File: src/rtl/spi_dac_mch_writer.sv
// Multi-channel SPI DAC writer: one mode-0, MSB-first frame per masked channel, lowest index first.
// Optional build macro SPI_DAC_LDAC_EN adds an ldac_o strobe (LDAC state) after the last frame.
module spi_dac_mch_writer #(
  parameter int DATA_W  = 24,
  parameter int N_CH    = 4,
  parameter int CLK_DIV = 4
) (
  input  logic                     clk_i,
  input  logic                     rst_i,
  input  logic                     strw_i,
  input  logic [N_CH*DATA_W-1:0]   data_i,
  input  logic [N_CH-1:0]          ch_mask_i,
  output logic                     cs_o,
  output logic                     sck_o,
  output logic                     mosi_o,
  output logic                     busy_o,
`ifdef SPI_DAC_LDAC_EN
  output logic                     ldac_o,
`endif
  output logic                     eow_o
);

  localparam int CH_W  = (N_CH > 1) ? $clog2(N_CH) : 1;
  localparam int BIT_W = $clog2(DATA_W);
  localparam logic [7:0]       DIV_LAST = 8'(CLK_DIV - 1);
  localparam logic [BIT_W-1:0] BIT_LAST = BIT_W'(DATA_W - 1);

  localparam logic [3:0] ST_IDLE    = 4'd0;
  localparam logic [3:0] ST_LOAD    = 4'd1;
  localparam logic [3:0] ST_SETUP   = 4'd2;
  localparam logic [3:0] ST_SCK_HI  = 4'd3;
  localparam logic [3:0] ST_SCK_LO  = 4'd4;
  localparam logic [3:0] ST_CS_HOLD = 4'd5;
  localparam logic [3:0] ST_CS_GAP  = 4'd6;
  localparam logic [3:0] ST_DONE    = 4'd7;
`ifdef SPI_DAC_LDAC_EN
  localparam logic [3:0] ST_LDAC    = 4'd8;
`endif

  // Lowest-index set bit of a channel mask (0 when the mask is empty)
  function automatic logic [CH_W-1:0] lowest_ch(input logic [N_CH-1:0] m);
    lowest_ch = '0;
    for (int k = N_CH - 1; k >= 0; k--) begin
      if (m[k]) lowest_ch = CH_W'(k);
    end
  endfunction

  logic [3:0]             state_r, state_s;
  logic [7:0]             cnt_r, cnt_s;
  logic [BIT_W-1:0]       bit_r, bit_s;
  logic [DATA_W-1:0]      shift_r, shift_s;
  logic [N_CH*DATA_W-1:0] data_r, data_s;
  logic [N_CH-1:0]        pending_r, pending_s;

  logic                   timeout_s;
  logic [N_CH-1:0]        src_mask_s;
  logic [N_CH*DATA_W-1:0] data_src_s;
  logic [CH_W-1:0]        sel_s;
  logic [DATA_W-1:0]      word_s;
  logic                   enter_setup_s, enter_lo_s, frame_s;

  // Next-state decode; every timed state lasts CLK_DIV cycles
  always_comb begin
    state_s   = state_r;
    timeout_s = (cnt_r == DIV_LAST);
    case (state_r)
      ST_IDLE: begin
        if (strw_i) state_s = ST_LOAD;
        else        state_s = ST_IDLE;
      end
      ST_LOAD: begin
        if (ch_mask_i == '0) state_s = ST_DONE;
        else                 state_s = ST_SETUP;
      end
      ST_SETUP: begin
        if (timeout_s) state_s = ST_SCK_HI;
        else           state_s = ST_SETUP;
      end
      ST_SCK_HI: begin
        if (!timeout_s)            state_s = ST_SCK_HI;
        else if (bit_r == BIT_LAST) state_s = ST_CS_HOLD;
        else                        state_s = ST_SCK_LO;
      end
      ST_SCK_LO: begin
        if (timeout_s) state_s = ST_SCK_HI;
        else           state_s = ST_SCK_LO;
      end
      ST_CS_HOLD: begin
        if (timeout_s) state_s = ST_CS_GAP;
        else           state_s = ST_CS_HOLD;
      end
      ST_CS_GAP: begin
        if (!timeout_s)           state_s = ST_CS_GAP;
        else if (pending_r != '0) state_s = ST_SETUP;
`ifdef SPI_DAC_LDAC_EN
        else                      state_s = ST_LDAC;
`else
        else                      state_s = ST_DONE;
`endif
      end
`ifdef SPI_DAC_LDAC_EN
      ST_LDAC: begin
        if (timeout_s) state_s = ST_DONE;
        else           state_s = ST_LDAC;
      end
`endif
      ST_DONE: state_s = ST_IDLE;
      default: state_s = ST_IDLE;
    endcase
  end

  // Datapath next values: channel select, word load, shift and bit count
  always_comb begin
    // LOAD works straight from the inputs since they are latched on the same edge
    if (state_r == ST_LOAD) begin
      src_mask_s = ch_mask_i;
      data_src_s = data_i;
      data_s     = data_i;
    end else begin
      src_mask_s = pending_r;
      data_src_s = data_r;
      data_s     = data_r;
    end
    sel_s         = lowest_ch(src_mask_s);
    word_s        = data_src_s[int'(sel_s) * DATA_W +: DATA_W];
    enter_setup_s = (state_s == ST_SETUP)  && (state_r != ST_SETUP);
    enter_lo_s    = (state_s == ST_SCK_LO) && (state_r != ST_SCK_LO);
    frame_s       = (state_s == ST_SETUP)  || (state_s == ST_SCK_HI) ||
                    (state_s == ST_SCK_LO) || (state_s == ST_CS_HOLD);
    if (enter_setup_s) begin
      shift_s   = word_s;
      bit_s     = '0;
      pending_s = src_mask_s & ~(N_CH'(1) << sel_s);
    end else if (enter_lo_s) begin
      shift_s   = {shift_r[DATA_W-2:0], 1'b0};
      bit_s     = bit_r + BIT_W'(1);
      pending_s = pending_r;
    end else begin
      shift_s   = shift_r;
      bit_s     = bit_r;
      pending_s = pending_r;
    end
    if ((state_s == state_r) && (state_r != ST_IDLE)) cnt_s = cnt_r + 8'd1;
    else                                               cnt_s = 8'd0;
  end

  // State, datapath and outputs; outputs registered from the next state so they align with it
  always_ff @(posedge clk_i or posedge rst_i) begin
    if (rst_i) begin
      state_r   <= ST_IDLE;
      cnt_r     <= 8'd0;
      bit_r     <= '0;
      shift_r   <= '0;
      data_r    <= '0;
      pending_r <= '0;
      cs_o      <= 1'b1;
      sck_o     <= 1'b0;
      mosi_o    <= 1'b0;
      busy_o    <= 1'b0;
      eow_o     <= 1'b0;
`ifdef SPI_DAC_LDAC_EN
      ldac_o    <= 1'b1;
`endif
    end else begin
      state_r   <= state_s;
      cnt_r     <= cnt_s;
      bit_r     <= bit_s;
      shift_r   <= shift_s;
      data_r    <= data_s;
      pending_r <= pending_s;
      cs_o      <= ~frame_s;
      sck_o     <= (state_s == ST_SCK_HI);
      mosi_o    <= frame_s & shift_s[DATA_W-1];
      busy_o    <= (state_s != ST_IDLE);
      eow_o     <= (state_s == ST_DONE);
`ifdef SPI_DAC_LDAC_EN
      ldac_o    <= (state_s != ST_LDAC);
`endif
    end
  end

endmodule

File: config.mk
export PLATFORM = sky130hd
export DESIGN_NAME = spi_dac_mch_writer
export DESIGN_NICKNAME = d
export VERILOG_FILES = /design/src/rtl/spi_dac_mch_writer.sv
export SDC_FILE = /design/constraint.sdc
export NUM_CORES = 1
export LEC_CHECK = 0
export CORE_MARGIN = 10
export CORE_UTILIZATION = 59
export DETAILED_ROUTE_END_ITERATION = 16
export GPL_TIMING_DRIVEN = 0
export PLACE_DENSITY = 0.86
export SLEW_MARGIN = 25
export SYNTH_ARGS = -nofsm -noshare
export SYNTH_HDL_FRONTEND = slang
export SYNTH_SLANG_ARGS = --single-unit
export TNS_END_PERCENT = 1
File: constraint.sdc
create_clock -name clk_i -period 10 [get_ports clk_i]
set_input_delay 2 -clock clk_i [delete_from_list [all_inputs] [get_ports clk_i]]
set_output_delay 2 -clock clk_i [all_outputs]
set_load 0.05 [all_outputs]
After elaboration in Yosys (flattened, before gate mapping). Cells that the tools add are included.

Input port bits: 103. Output and inout port bits: 5. Flip-flop bits (word level): 146. Bits in read-only memories: 0. Memories: 0. Bits in latches: 0. Memory bits (writable): 0.

Divide/modulo/power cells: 0. $mul: 1. $lt $le $gt $ge: 0. Shifts and indexed selects: 2. Reduce and logical (&&, ||, !) cells: 12. Eq/ne operators: 16. $add $sub $neg: 2. Muxes and demuxes: 21. Bitwise operators: 4.

Operators by type and width (number): two-way mux 96 bit (1); variable part select 96 x 8 -> 24 bit (1); two-way mux 24 bit (2); case mux 4 bit (7 select lines) (1); equality test 4 x 3 -> 1 bit (second input constant) (6); equality test 4 x 2 -> 1 bit (second input constant) (4); two-way mux 3 bit (5); nonzero test 4 bit (3); two-way mux 2 bit (5); two-way mux 5 bit (2); adder 8 x 1 -> 8 bit (second input constant) (1); equality test 8 x 2 -> 1 bit (second input constant) (1); zero test 4 bit (2); two-way mux 8 bit (1); adder 5 x 1 -> 5 bit (second input constant) (1); equality test 5 bit (second input constant) (1); bitwise AND 4 bit (1); equality test 4 x 1 -> 1 bit (second input constant) (1); equality test 4 bit (1); multiplier 2 x 2 -> 4 bit (second input constant) (1); two-way mux 4 bit (1); inequality test 4 x 2 -> 1 bit (second input constant) (1); inequality test 4 x 3 -> 1 bit (second input constant) (1); NOT 4 bit (1); other kinds (7) (13).

Logic depth before layout (Yosys ltp). Gate-level depths: netlist of the first run.

Depth after elaboration: 10. Gate-level depth with buffers: 9. Depth with buffers taken out: 7.

Worst setup path before layout of the first run. Ideal clock, no wire load.

Path kind: input-to-reg. Start: input port ch_mask_i[3]. End: register shift_r[10]. Buffers on the path: 3. Required time: 9.874 ns. Slack: 5.965 ns. Data arrival time: 3.909 ns. Setup time: 0.126 ns. Stages on the path: 9. Cell sequence: nor2b_1 -> clkbuf_1 -> o21bai_1 -> clkbuf_1 -> buf_1 -> mux2i_1 -> o22ai_1 -> o21a_1 -> a221o_1.

Cells in the longest elaborated chain, start to end: 8. Elaborated cells between the ends (all ways): 16. Classes of those cells: mul: 1; eq/ne: 2; shift: 1; mux: 8; reduce/logical: 4.

RTL lines: from (decl) (line 12) `input logic [N_CH-1:0] ch_mask_i,`; two-way mux 4 bit (line 115) `if (state_r == ST_LOAD) begin`; two-way mux 2 bit (4 in series) (line 44) `if (m[k]) lowest_ch = CH_W'(k);`; multiplier 2 x 2 -> 4 bit (line 125) `word_s = data_src_s[int'(sel_s) * DATA_W +: DATA_W];`; variable part select 96 x 8 -> 24 bit (line 125); two-way mux 24 bit (line 130) `if (enter_setup_s) begin`; to (signal assigned) (line 168) `shift_r <= shift_s;`; to (decl) (line 51) `logic [DATA_W-1:0] shift_r, shift_s;`.

Several ways; a longest one is shown, not always the timed one. A chain may end at the register's enable or synchronous reset.

Final worst setup path of the first run.
Start: input port ch_mask_i[2]. End: register shift_r[3].

Cells in the longest elaborated chain, start to end: 7. Elaborated cells between the ends (all ways): 15. Classes of those cells: mul: 1; eq/ne: 2; shift: 1; mux: 7; reduce/logical: 4.

RTL lines (line): two-way mux 4 bit (115); two-way mux 2 bit (3 in series) (44); multiplier 2 x 2 -> 4 bit (125); variable part select 96 x 8 -> 24 bit (125); two-way mux 24 bit (130).

Several ways; a longest one is shown, not always the timed one.

==> results of run 1 <==
cell type report:
cell class	count	area (µm²)
Clock inverter	4	50.05
Fill cell	857	2848
Multi-Input combinational cell	605	3565
Inverter	6	30.03
Sequential cell	145	3630
Tap cell	168	210.2
Clock buffer	27	503.0
Timing Repair Buffer	108	1099
Buffer	57	227.7
power breakdown:
part	leakage [nW]	total [mW]	switching, mW	internal [mW]
sequential	1.51	0.588	0.000641	0.588
clock	0.264	0.604	0.237	0.367
combinational	2.32	0.135	0.0708	0.0644
total	4.10	1.33	0.309	1.02
synthesized netlist by cell type (2+ instances only):
library cell | n | area [µm²]
dfrtp_1 | 144 | 3603
o21bai_1 | 2 | 15.01
a21o_1 | 2 | 15.01
xnor2_1 | 2 | 17.52
nor4_1 | 4 | 25.02
o22ai_1 | 22 | 137.6
nor3_1 | 5 | 25.02
xor2_1 | 8 | 70.07
mux2_2 | 7 | 78.83
inv_1 | 5 | 18.77
buf_1 | 7 | 26.28
o21a_1 | 23 | 172.7
and3_1 | 5 | 31.28
or3_1 | 2 | 12.51
nor3b_1 | 3 | 22.52
a21oi_1 | 6 | 30.03
buf_2 | 8 | 40.04
a221o_1 | 22 | 220.2
nand3_1 | 8 | 40.04
o21ai_0 | 8 | 40.04
a211oi_1 | 45 | 337.8
nand4_1 | 3 | 18.77
nand2_1 | 288 | 1081
clkbuf_1 | 41 | 153.9
o2bb2ai_1 | 2 | 17.52
nor2b_1 | 26 | 162.7
ha_1 | 2 | 25.02
mux2i_1 | 74 | 740.7
nor2_1 | 22 | 82.58
layer usage:
metal	global-route usage [%]	share of wire, %
met5	0	0
met1	30.36	40
met2	38.79	47
met4	12.47	3.8
met3	8.651	9.4
kinds of logic (layout without fill, tap and decap cells):
family	after synthesis	in the layout	share of synthesized area, %
compound gates	141	141	14.38
xor+xnor	10	10	1.177
fa+ha+maj	2	2	0.3363
buf+inv	63	202	3.364
flops	145	145	48.79
mux	81	81	11.02
simple gates	371	371	20.94
state kept, by name (all words and copies together), names as in the netlist:
name,count
sck_o,1
eow_o,1
mosi_o,1
shift_r,24
state_r,3
cs_o,1
cnt_r,8
pending_r,4
bit_r,5
data_r,96
busy_o,1
critical path: stages:
cell and delay [ps]:
clkdlybuf4s50_1 540, nor2b_1 70, clkbuf_1 310, o21bai_1 230, clkbuf_1 340, buf_1 740
mux2i_1 260, o22ai_1 170, o21a_1 240, a221o_1 260
final timing paths:
check,depth (start not counted),start,to
max in group asynchronous,3,rst_i,data_r[39]
worst max register to register,8,state_r[0],data_r[29]
min in group asynchronous,2,rst_i,data_r[52]
worst max-delay path,10,ch_mask_i[2],shift_r[3]
worst min-delay path,2,data_r[65],data_r[65]
worst min register to register,2,data_r[65],data_r[65]
stage by stage:
stage / cell area, µm² / total power, mW / hold slack (ps)
floorplan: 7440 / 0.6575 / 437.9
global placement: 8721 / 0.7278 / 450.5
detailed placement: 8761 / 0.7305 / 454.0
CTS: 9314 / 1.323 / 468.2
global route: 9314 / 1.358 / 490.4
finish: 9314 / 1.327 / 468.1
==> flow_summary.yaml, run 1 <==
outcome:
  status: "finished, final reports clean"
global_route:
  antenna_found_initial: 0
  grt-ovfl-total: 0
  grt_pass1_wl_mm: 35.20
  grt_pass1_vias: 6718
  grt_max_degree: 85
  track_usage_pct: 25.02
critical_path:
  endpoint_kind: "flip-flop"
  reg2reg_slack_ps: 6640
  cp_max_fo: 10
  cp-start-kind: "primary input"
  required_ps: 10310
  path_class: "in -> reg"
  cp.arrival_ps: 5170
sta:
  finalCritPeriodShare_pct: 48.62
  hold_violations: 0
  relSlewSlack_pct: 38.88
  max_freq_mhz: 205.7
  fin_ws_ps: 5138
  rsz0062_at_grt: "no"
  finClkSkew_ps: 6.493
  report.final.slew_viol_count: 0
  period_minus_slack_ps: 4862
  timing.setup.tns_ps: 0
  worst_pin_slew_ps: 916.8
  setup_viol: 0
routing:
  viasPerCell: 5.983
  drtIter0Drc: 728
  drcViolationCount: 0
  final_antenna_net_count: 0
  firstDrtPassIters: 5
  vias: 6701
  wl_per_cell_um: 19.84
  wirelength_mm: 22.22
placed_design:
  dp_slack_ps: 4774
  hpwl_mm: 15.65
  place_congestion: 0.8995
  dpl.cell_count: 1089
  port-buffer-count: 107
clocking:
  htree_levels: 4
  cts_tree: "done"
  ctsResizeCount: 0
  clk_latency_ps: 430
  cts_buffers: 17
  cts_root_buf: "clkbuf_16"
  cts_setup_buffers: 0
  cts_buffer_depth: 2
  clock_sink_count: 145
  clk_pin_slew_ps: 60
  ctsHoldBuffers: 0
logic_synthesis:
  ys_seq_area_share_pct: 48.79
  ys_ff_latch: 145
  synth_cells: 813
  avgSynthCellArea_um2: 9.151
  yosys_warnings: 0
  ys_types: 46
  syn_nets: 918
  netlist_area_um2: 7440
  synth_ff_type: "dfrtp_1"
  async_reset_ff_share_pct: 100.0
  synth_edf_count: 0
layout:
  utilization_pct: 76.58
  finalNonFillerCells: 1120
  finalNetCount: 1045
  syn2layout_area_growth_pct: 25.19
  final_common_cell: "nand2_1"
  layout-drive-gt1-share_pct: 5.252
  most-common-layout-cells: "nand2_1 (288), dfrtp_1 (144), clkdlybuf4s50_1 (107)"
  diodes: 0
job:
  max_cap_viol_count: 0
floorplanning:
  initial_utilization_pct: 61.17
  die_x_um: 132.3
  ioPinCount: 108
  rows: 40
  die_h_um: 132.3
  dieArea_um2: 17500
  coreArea_um2: 12160
power_and_ir_drop:
  cellPowerDensity_nw_per_um2: 142.5
  max-vdd-ir-drop_v: 0.0001230
  leakagePower_nw: 4.098
hold_path:
  hold_class: "reg -> reg"
(Power assumes the default switching activity.)
==> run 2: changes to the inputs <==
CORE_UTILIZATION = 50   (was 59)
PLACE_DENSITY = 0.77   (was 0.86)
clock period = 4.1 ns   (was 10 ns; I/O delays follow)
==> run 2 against run 1 <==
Effect of this change: via count is 1.7% lower; critical path depth stayed put; sequential cell count stayed put; sequential power is 140% higher; largest cell class unchanged; sequential share of layout area is 0.67 points lower; global-route usage is 2.8 points lower; routed wire length hardly changed; clock power grew to 2.7 times the previous value.
==> flow_summary.yaml, run 2 (same netlist as run 1, synthesis figures left out) <==
clocking:
  cts_root_buf: "clkbuf_16"
  clk_pin_slew_ps: 60
  ctsHoldBuffers: 0
  cts_setup_buffers: 0
  ctsResizeCount: 0
  cts_buffers: 17
  clk_latency_ps: 430
  clock_sink_count: 145
  htree_levels: 4
  cts_tree: "done"
  cts_buffer_depth: 2
layout:
  diodes: 0
  largest_register_ffs: 96
  most-common-layout-cells: "nand2_1 (288), dfrtp_1 (144), clkdlybuf4s50_1 (107)"
  fillCellCount: 1209
  finalNetCount: 1049
  layout-drive-gt1-share_pct: 6.270
  syn2layout_area_growth_pct: 27.40
  biggestRegsByFlops: "data_r x96, shift_r x24, cnt_r x8"
  final_common_cell: "nand2_1"
  utilization_pct: 65.21
  regMostFlops: "data_r"
job:
  max_cap_viol_count: 0
global_route:
  grt_max_degree: 33
  grt_use_met2_pct: 35.83
  antenna_found_initial: 0
  grt-ovfl-total: 0
  grt_pass1_wl_mm: 35.41
  global_route.peak_usage_layer: "met2"
  track_usage_pct: 22.19
  grt_use_met1_pct: 28.71
  grt_pass1_vias: 6650
  use_met3_pct: 5.073
placed_design:
  hpwl_mm: 16.10
  port-buffer-count: 107
  place_congestion: 0.9038
routing:
  wl_per_cell_um: 19.46
  drtIter0Drc: 615
  firstDrtPassIters: 7
  viasPerCell: 5.776
  wirelength_mm: 22.21
  final_antenna_net_count: 0
  drcViolationCount: 0
  vias: 6590
sta:
  timing.setup.tns_ps: 0
  rsz0062_at_grt: "no"
  setup_viol: 0
  hold_violations: 0
  relSlewSlack_pct: 40.74
  period_minus_slack_ps: 3654
  max_freq_mhz: 273.7
  finalCritPeriodShare_pct: 89.12
  report.final.slew_viol_count: 0
  finClkSkew_ps: 6.556
  worst_pin_slew_ps: 888.8
power_and_ir_drop:
  pwr-share-seq_pct: 41.8
  leakagePower_nw: 4.166
  cellPowerDensity_nw_per_um2: 362.4
  swShare_pct: 23.41
  internal-power_mw: 2.630
  max-vdd-ir-drop_v: 0.0003088
  clock_power_share_pct: 48.4
  p_comb_share_pct: 9.8
  switchingPower_mw: 0.8040
critical_path:
  path_buf_inv: 4
  path_class: "in -> reg"
  max_stage_delay_ps: 720
  cp-start-kind: "primary input"
  critPathTopFamily: "buffers and inverters"
  cp_slowest_cell: "buf_1"
  path_cells: "clkdlybuf4s50_1 -> nor2b_1 -> clkbuf_1 -> o21bai_1 -> clkbuf_1 -> buf_1 -> mux2i_1 -> o22ai_1 -> o21a_1 -> a221o_1"
  endpoint_kind: "flip-flop"
  cp.arrival_ps: 3970
  cp_common_cell: "clkbuf_1"
  required_ps: 4410
  cp_max_fo: 10
floorplanning:
  die_h_um: 142.0
  rows: 44
  die_x_um: 142.0
  dieArea_um2: 20160
  ioPinCount: 108
  initial_utilization_pct: 51.19
  coreArea_um2: 14530
outcome:
  status: "finished, final reports clean"
hold_path:
  hold_class: "reg -> reg"
[run 2: cell types whose count changed in the layout (fill, tap and decap cells not counted), moves of 2 or more]
cell / delta
buf_12: +5
bufinv_16: +3
clkbuf_1: -5
clkbuf_8: -3
clkinv_2: +2
clkinv_4: +3
[run 2: cell type report]
class | instances | area, µm² | share of cell area, %
Inverter | 6 | 26.28 | 0.2772
Tap cell | 184 | 230.2 | 2.429
Clock inverter | 13 | 185.2 | 1.954
Buffer | 57 | 227.7 | 2.403
Multi-Input combinational cell | 605 | 3565 | 37.61
Clock buffer | 19 | 442.9 | 4.673
Timing Repair Buffer | 112 | 1171 | 12.36
Sequential cell | 145 | 3630 | 38.30
[run 2: final timing paths]
path	start	to	slack, ps	depth (start not counted)
worst max-delay path	ch_mask_i[3]	shift_r[1]	450	10
worst min-delay path	data_r[57]	data_r[57]	470	2
worst max register to register	pending_r[3]	shift_r[6]	760	8
worst min register to register	data_r[57]	data_r[57]	470	2
max in group asynchronous	rst_i	data_r[15]	2550	5
min in group asynchronous	rst_i	data_r[58]	690	2
[run 2: layer usage]
metal / vias up / routed length, µm
met4: 0 / 530
met5: - / 0
li1: 3079 / -
met3: 37 / 1579
met2: 283 / 10660
met1: 3191 / 9433
[run 2: power by group through the flow]
stage / Clock [mW] / Sequential, mW / Combinational (mW)
final: 1.66 / 1.43 / 0.337
after global placement: 0 / 1.46 / 0.319
after CTS: 1.67 / 1.43 / 0.335
after detailed placement: 0 / 1.46 / 0.333
after floorplan: 0 / 1.46 / 0.144
after global routing: 1.74 / 1.43 / 0.359
[run 2: through the flow]
stage	instances	hold slack (ps)	area [µm²]	total power [mW]	worst slack [ps]
floorplan	813	437.9	7443	1.604	1245
global placement	1104	450.3	8745	1.780	122.7
detailed placement	1109	454.5	8850	1.792	86.31
CTS	1141	469.5	9478	3.437	516.3
global route	1141	483.1	9478	3.529	304.4
finish	1141	470.3	9478	3.434	445.9
[run 2: tightest hold or removal path: cells and delay by family (launching register included)]
| kind | cells | cell delay (ps) |
|---|---|---|
| flip-flops | 1 | 330 |
| AND/OR/NAND/NOR | 2 | 110 |
==> run 3: changes to the inputs <==
SKIP_LAST_GASP = 1   (was default)
TNS_END_PERCENT = 30   (was 1)
==> results of run 3 <==
No change in the layout: final DEF, timing and power equal those of run 2.
